`src/rtl/trap_controller_if.sv`:
```
// Pipeline <-> trap controller signal bundle.
// master: pipeline side (raises faults, acks flush, issues mret).
// slave:  trap controller side.
interface trap_controller_if #(
   parameter int XLEN       = 64,
   parameter int NUM_CAUSES = 4,
   parameter int CAUSE_W    = 3
);
   logic [NUM_CAUSES-1:0]      cause_req;
   logic [NUM_CAUSES*XLEN-1:0] cause_pc;
   logic [NUM_CAUSES*XLEN-1:0] cause_tval;
   logic                       flush_ack;
   logic                       mret;
   logic                       trap_valid;
   logic [CAUSE_W-1:0]         trap_type;
   logic [XLEN-1:0]            mepc;
   logic [XLEN-1:0]            mtval;
   logic [XLEN-1:0]            mtvec_addr;
   logic                       flush_req;
   logic                       in_handler;
   logic                       ret_valid;

   modport master (
      output cause_req, cause_pc, cause_tval, flush_ack, mret,
      input  trap_valid, trap_type, mepc, mtval, mtvec_addr,
             flush_req, in_handler, ret_valid
   );

   modport slave (
      input  cause_req, cause_pc, cause_tval, flush_ack, mret,
      output trap_valid, trap_type, mepc, mtval, mtvec_addr,
             flush_req, in_handler, ret_valid
   );
endinterface

```
`src/rtl/trap_controller.sv`:
```
// Trap controller: edge-detects fault requests, picks one by fixed priority,
// captures mcause/mepc/mtval, runs the flush handshake and queues late faults.
//
// state   | meaning
// --------+-------------------------------------------------------------
// IDLE    | no trap in progress; takes the lowest pending/new cause
// FLUSH   | flush_req high, waiting for flush_ack
// HANDLER | handler running (in_handler high), waiting for mret
// RETURN  | one-cycle gap after mret before the next trap can be taken
module trap_controller #(
   parameter int XLEN         = 64,
   parameter int NUM_CAUSES   = 4,
   parameter int CAUSE_W      = 3,
   parameter int MTVEC_BASE   = 472,
   parameter int MTVEC_STRIDE = 8
) (
   input logic             clk,
   input logic             rstn,
   trap_controller_if.slave bus
);

   typedef enum logic [1:0] {IDLE, FLUSH, HANDLER, RETURN} state_t;

   state_t                state_q, state_d;
   logic [NUM_CAUSES-1:0] req_dly_q;
   logic [NUM_CAUSES-1:0] pending_q, pending_d;
   logic [NUM_CAUSES-1:0] req_edge, cand;
   logic [CAUSE_W-1:0]    sel_idx;
   logic [XLEN-1:0]       sel_pc, sel_tval;
   logic [CAUSE_W-1:0]    trap_type_q, trap_type_d;
   logic [XLEN-1:0]       mepc_q, mepc_d;
   logic [XLEN-1:0]       mtval_q, mtval_d;
   logic [XLEN-1:0]       mtvec_q, mtvec_d;
   logic                  trap_valid_q, trap_valid_d;
   logic                  flush_req_q, flush_req_d;
   logic                  in_handler_q, in_handler_d;
   logic                  ret_valid_q, ret_valid_d;

   assign req_edge = bus.cause_req & ~req_dly_q;
   assign cand     = req_edge | pending_q;

   // Lowest set bit of cand wins; scanning downward leaves the lowest index.
   always_comb begin
      sel_idx = '0;
      for (int i = NUM_CAUSES - 1; i >= 0; i--) begin
         if (cand[i]) sel_idx = CAUSE_W'(i);
      end
   end

   // Mux out the faulting PC and trap value of the selected cause.
   always_comb begin
      sel_pc   = '0;
      sel_tval = '0;
      for (int i = 0; i < NUM_CAUSES; i++) begin
         if (sel_idx == CAUSE_W'(i)) begin
            sel_pc   = bus.cause_pc[i*XLEN +: XLEN];
            sel_tval = bus.cause_tval[i*XLEN +: XLEN];
         end
      end
   end

   // Next-state and output logic; late faults always accumulate into pending.
   always_comb begin
      state_d      = state_q;
      pending_d    = pending_q | req_edge;
      trap_type_d  = trap_type_q;
      mepc_d       = mepc_q;
      mtval_d      = mtval_q;
      mtvec_d      = mtvec_q;
      trap_valid_d = 1'b0;
      flush_req_d  = flush_req_q;
      in_handler_d = in_handler_q;
      ret_valid_d  = 1'b0;
      case (state_q)
         IDLE: begin
            if (cand != '0) begin
               state_d      = FLUSH;
               trap_type_d  = sel_idx + CAUSE_W'(1);
               mepc_d       = sel_pc;
               mtval_d      = sel_tval;
               mtvec_d      = XLEN'(MTVEC_BASE) + XLEN'(sel_idx) * XLEN'(MTVEC_STRIDE);
               trap_valid_d = 1'b1;
               flush_req_d  = 1'b1;
               pending_d    = cand & ~(NUM_CAUSES'(1) << sel_idx);
            end
         end
         FLUSH: begin
            if (bus.flush_ack) begin
               state_d      = HANDLER;
               flush_req_d  = 1'b0;
               in_handler_d = 1'b1;
            end
         end
         HANDLER: begin
            if (bus.mret) begin
               state_d      = RETURN;
               in_handler_d = 1'b0;
               ret_valid_d  = 1'b1;
               trap_type_d  = '0;
            end
         end
         RETURN: begin
            state_d = IDLE;
         end
         default: state_d = IDLE;
      endcase
   end

   // State and output registers; reset aborts any trap in progress.
   always_ff @(posedge clk or negedge rstn) begin
      if (!rstn) begin
         state_q      <= IDLE;
         req_dly_q    <= '0;
         pending_q    <= '0;
         trap_type_q  <= '0;
         mepc_q       <= '0;
         mtval_q      <= '0;
         mtvec_q      <= '0;
         trap_valid_q <= 1'b0;
         flush_req_q  <= 1'b0;
         in_handler_q <= 1'b0;
         ret_valid_q  <= 1'b0;
      end else begin
         state_q      <= state_d;
         req_dly_q    <= bus.cause_req;
         pending_q    <= pending_d;
         trap_type_q  <= trap_type_d;
         mepc_q       <= mepc_d;
         mtval_q      <= mtval_d;
         mtvec_q      <= mtvec_d;
         trap_valid_q <= trap_valid_d;
         flush_req_q  <= flush_req_d;
         in_handler_q <= in_handler_d;
         ret_valid_q  <= ret_valid_d;
      end
   end

   assign bus.trap_valid = trap_valid_q;
   assign bus.trap_type  = trap_type_q;
   assign bus.mepc       = mepc_q;
   assign bus.mtval      = mtval_q;
   assign bus.mtvec_addr = mtvec_q;
   assign bus.flush_req  = flush_req_q;
   assign bus.in_handler = in_handler_q;
   assign bus.ret_valid  = ret_valid_q;

endmodule

```
`src/flat_wrapper.sv`:
```
// flat-port wrapper written by rule: the top's interface ports become plain ports
module trap_controller_flat 
#(
   parameter int XLEN         = 64,
   parameter int NUM_CAUSES   = 4,
   parameter int CAUSE_W      = 3,
   parameter int MTVEC_BASE   = 472,
   parameter int MTVEC_STRIDE = 8
)
  (clk, rstn, bus_cause_req, bus_cause_pc, bus_cause_tval, bus_flush_ack, bus_mret, bus_trap_valid, bus_trap_type, bus_mepc, bus_mtval, bus_mtvec_addr, bus_flush_req, bus_in_handler, bus_ret_valid);
  trap_controller_if #(.XLEN(XLEN), .NUM_CAUSES(NUM_CAUSES), .CAUSE_W(CAUSE_W)) bus_i ();
  input logic clk;
  input logic rstn;
  input wire logic [$bits(bus_i.cause_req)-1:0] bus_cause_req;
  input wire logic [$bits(bus_i.cause_pc)-1:0] bus_cause_pc;
  input wire logic [$bits(bus_i.cause_tval)-1:0] bus_cause_tval;
  input wire logic [$bits(bus_i.flush_ack)-1:0] bus_flush_ack;
  input wire logic [$bits(bus_i.mret)-1:0] bus_mret;
  output wire logic [$bits(bus_i.trap_valid)-1:0] bus_trap_valid;
  output wire logic [$bits(bus_i.trap_type)-1:0] bus_trap_type;
  output wire logic [$bits(bus_i.mepc)-1:0] bus_mepc;
  output wire logic [$bits(bus_i.mtval)-1:0] bus_mtval;
  output wire logic [$bits(bus_i.mtvec_addr)-1:0] bus_mtvec_addr;
  output wire logic [$bits(bus_i.flush_req)-1:0] bus_flush_req;
  output wire logic [$bits(bus_i.in_handler)-1:0] bus_in_handler;
  output wire logic [$bits(bus_i.ret_valid)-1:0] bus_ret_valid;
  assign bus_i.cause_req = bus_cause_req;
  assign bus_i.cause_pc = bus_cause_pc;
  assign bus_i.cause_tval = bus_cause_tval;
  assign bus_i.flush_ack = bus_flush_ack;
  assign bus_i.mret = bus_mret;
  assign bus_trap_valid = bus_i.trap_valid;
  assign bus_trap_type = bus_i.trap_type;
  assign bus_mepc = bus_i.mepc;
  assign bus_mtval = bus_i.mtval;
  assign bus_mtvec_addr = bus_i.mtvec_addr;
  assign bus_flush_req = bus_i.flush_req;
  assign bus_in_handler = bus_i.in_handler;
  assign bus_ret_valid = bus_i.ret_valid;
  trap_controller #(.XLEN(XLEN), .NUM_CAUSES(NUM_CAUSES), .CAUSE_W(CAUSE_W), .MTVEC_BASE(MTVEC_BASE), .MTVEC_STRIDE(MTVEC_STRIDE)) u_core (.clk(clk), .rstn(rstn), .bus(bus_i));
endmodule
```
`config.mk`:
```
export PLATFORM = sky130hd
export DESIGN_NAME = trap_controller_flat
export DESIGN_NICKNAME = d
export VERILOG_FILES = /design/src/rtl/trap_controller_if.sv /design/src/rtl/trap_controller.sv /design/src/flat_wrapper.sv
export SDC_FILE = /design/constraint.sdc
export NUM_CORES = 1
export LEC_CHECK = 0
export CORE_AREA = 2 2 280 282
export CTS_BUF_LIST = sky130_fd_sc_hd__clkbuf_16
export DETAILED_ROUTE_END_ITERATION = 8
export DIE_AREA = 0 0 282 284
export PLACE_DENSITY = 0.38
export SYNTH_ARGS = -nofsm -noshare
export SYNTH_HDL_FRONTEND = slang
export SYNTH_SLANG_ARGS = --single-unit
```
`constraint.sdc`:
```
create_clock -name clk -period 3.4 [get_ports clk]
set_input_delay 0.85 -clock clk [delete_from_list [all_inputs] [get_ports clk]]
set_output_delay 0.85 -clock clk [all_outputs]
set_load 0.1 [all_outputs]
```
==> results of run 1 <==
cells in the final DEF (no fill, tap or decap), types with 4 or more instances in the layout:
cell,netlist,routed
inv_1,138,139
mux2i_1,4,4
mux2_1,31,31
clkdlybuf4s50_1,0,518
o21ai_0,129,129
buf_12,0,21
conb_1,1,58
nor2b_1,7,7
a21oi_1,255,255
ha_1,8,4
ha_4,0,4
inv_6,0,6
nor2_1,6,6
a22o_1,126,126
buf_4,60,254
dfrtp_1,149,149
mux2_4,98,98
nand2_1,130,130
clkbuf_16,0,17
synthesized netlist by cell type (4+ instances only):
library cell  number
o21ai_0          129
mux2_4            98
a21oi_1          255
dfrtp_1          149
buf_4             60
mux2_1            31
a22o_1           126
buf_1             17
ha_1               8
nor2b_1            7
mux2i_1            4
nand2_1          130
buf_2              5
buf_6             11
nor2_1             6
inv_1            138
clkbuf_1          82
state kept, by name, summed over array words and instances (netlist names), 2 cells and up:
signal                 cells
u_core.bus.mepc           64
u_core.bus.mtval          64
u_core.bus.mtvec_addr      4
u_core.pending_q           4
u_core.req_dly_q           4
u_core.bus.trap_type       3
u_core.state_q             2
final timing paths:
check	end	slack (ps)
max	u_core.bus.mtval[62]$_DFFE_PN0P_	90
min	u_core.bus.mtval[15]$_DFFE_PN0P_	300
max reg2reg	u_core.bus.mtval[62]$_DFFE_PN0P_	650
min reg2reg	u_core.bus.mtval[25]$_DFFE_PN0P_	490
max in group asynchronous	u_core.bus.mtval[33]$_DFFE_PN0P_	2340
min in group clk	u_core.bus.mtval[25]$_DFFE_PN0P_	490
power by group:
part / switching, uW / internal, uW
Combinational: 10000 / 5310
Sequential: 497 / 2620
Clock: 931 / 1030
Total: 11500 / 8960
layer usage:
| metal | GRT usage, % | up-vias |
|---|---|---|
| met5 | 0 | - |
| met4 | 3.66 | 10 |
| met3 | 4.61 | 47 |
| met2 | 23.8 | 470 |
| met1 | 14.7 | 5509 |
| li1 | - | 5719 |
stage by stage:
| step | utilization, % | setup TNS [ps] | hold slack, ps | worst slack, ps | area (um^2) |
|---|---|---|---|---|---|
| floorplan | - | 0 | 508 | 191 | 11200 |
| global placement | 24.8 | -13660 | 473 | -401 | 19100 |
| detailed placement | 24.8 | -15810 | 476 | -386 | 19100 |
| CTS | 25.6 | 0 | 277 | 130 | 19700 |
| global route | 25.6 | 0 | 298 | 51.2 | 19700 |
| finish | 25.6 | 0 | 302 | 88.7 | 19700 |
logic make-up after synthesis:
| group | count (synthesis) | synth area share, % |
|---|---|---|
| AO/OA/AOI/OAI | 525 | 29.0 |
| buffers and inverters | 315 | 13.6 |
| flip-flops | 149 | 33.9 |
| AND/OR/NAND/NOR | 147 | 5.27 |
| multiplexers | 136 | 17.2 |
| adder cells (fa/ha/maj) | 8 | 0.911 |
| other | 1 | 0.0341 |
final cells by class:
type	instances	area (um^2)
clock buffers	17	425
fillers	8329	57300
multi-input cells	874	6030
repair buffers	794	7520
flip-flops and latches	149	3730
well taps	1040	1300
diodes	1	2.50
clock inverters	15	146
inverters	140	533
==> qor.csv, run 1 <==
stage;metric;value;unit
sta;rsz0062_at_grt;no;
setup_path;crit_family;compound AO/OA/AOI/OAI gates;
cells_and_area;drive_gt1_share;21.0;%
sta;maxSlewViolCount;0;
yosys;synth_seq_cells;149;
routing;drt-wirelength-per-cell;18.3;um
setup_path;critPathSlowestCell;o21ai_0;
setup_path;cp.required;3810;ps
yosys;synth_seq_area_share;33.9;%
global_routing;track_usage;13.3;%
yosys;async_reset_ff_share;100;%
global_routing;first_global_vias;12391;
routing;firstDrtPassIters;4;
placed_design;dp_cells;2997;
yosys;synth_cells;1281;
routing;wl_met2;27800;um
setup_path;crit_cells;13;
global_routing;grt-ovfl-total;0;
sta;slew_headroom;47.2;%
setup_path;reg2reg_depth;11;
setup_path;cp-end-kind;flip-flop;
placed_design;dp_hpwl;45100;um
cts;cts_setup_buffers;0;
sta;min_period;3310;ps
cts;clock-sinks;149;
cts;cts_tree;built;
routing;route.detailed.drc;0;
yosys;syn_area;11000;um^2
min_path;holdCritPathClass;in -> async;
routing;routed_wl;55500;um
global_routing;grt_pass1_wl;79500;um
setup_path;cp_max_fo;29;
sta;worstMarginPinSlew;784;ps
cells_and_area;area_growth;79.2;%
power_and_ir_drop;leakage;0.00895;uW
sta;setup_violations;0;
floorplanning;io_pins;719;
power_and_ir_drop;p_per_area;1040;nW/um^2
setup_path;slowest_delay;620;ps
cells_and_area;fin_cells;3030;
sta;period_share;97.4;%
routing;wl_met1;21700;um
cts;path_clk_slew;80;ps
yosys;syn_avg_cell_area;8.58;um^2
cells_and_area;nets;2504;
routing;viasPerCell;3.88;
floorplanning;die_area;80100;um^2
setup_path;path_buf_inv;5;
cts;cts-root-buf;clkbuf_16;
floorplanning;die_height;284;um
floorplanning;fp.dieW;282;um
sta;final.setup_skew;18.5;ps
yosys;synth-edff-count;0;
yosys;ys_warn_count;0;
yosys;synth.largest_area_cell;dfrtp_1;
setup_path;rr_startpoint;u_core.req_dly_q[2]$_DFF_PN0_;
global_routing;antenna_found_initial;6;
routing;wl_met3;4790;um
yosys;yosys_most_used_dff;dfrtp_1;
placed_design;port-buffer-count;660;
cts;cts_made_buffers;17;
placed_design;gp_congestion;0.904;
power_and_ir_drop;total_power;20400;uW
status;outcome;finished clean;
floorplanning;start_util;14.3;%
floorplanning;coreArea;77000;um^2
sta;finalHoldViolCount;0;
routing;num_vias;11755;
setup_path;cp.arrival;3720;ps
power_and_ir_drop;ir_drop;506;uV
routing;drt_iter0_markers;454;
cts;cts_max_level;4;
run;max_cap_violations;0;
cts;cts_buffer_depth;2;
routing;maxUsedRoutingLayer;met5;
setup_path;setup.worst_path.class;in -> reg;
cts;cts_resized;0;
cts;insertion_delay;470;ps
yosys;synth_cell_types;32;
setup_path;crit_path_start_kind;input port;
setup_path;cp_cell_sequence;clkdlybuf4s50_1 -> nor2b_1 -> buf_4 -> a2111oi_4 -> nor2b_1 -> buf_4 -> inv_1 -> ha_4 -> buf_12 -> nand2_1 -> o21ai_0 -> a22o_1 -> mux2_4;
cts;hold_buffers;0;
global_routing;grt_max_degree;40;
sta;fmax;302;MHz
routing;ant_nets;0;
yosys;synthTopCellsByArea;dfrtp_1, mux2_4, a21oi_1;
yosys;synth_top_area_share;33.9;%
setup_path;critPathLaunch;bus_cause_req[3];
floorplanning;rows;102;
Power figures use the tool's default switching activity.
==> run 2, diff against run 1 <==
--- a/config.mk
+++ b/config.mk
@@ -9,6 +9,7 @@
 export CTS_BUF_LIST = sky130_fd_sc_hd__clkbuf_16
 export DETAILED_ROUTE_END_ITERATION = 8
 export DIE_AREA = 0 0 282 284
+export GPL_ROUTABILITY_DRIVEN = 0
 export PLACE_DENSITY = 0.38
 export SYNTH_ARGS = -nofsm -noshare
 export SYNTH_HDL_FRONTEND = slang
==> results of run 2 <==
No change in the layout: final DEF, timing and power equal those of run 1.
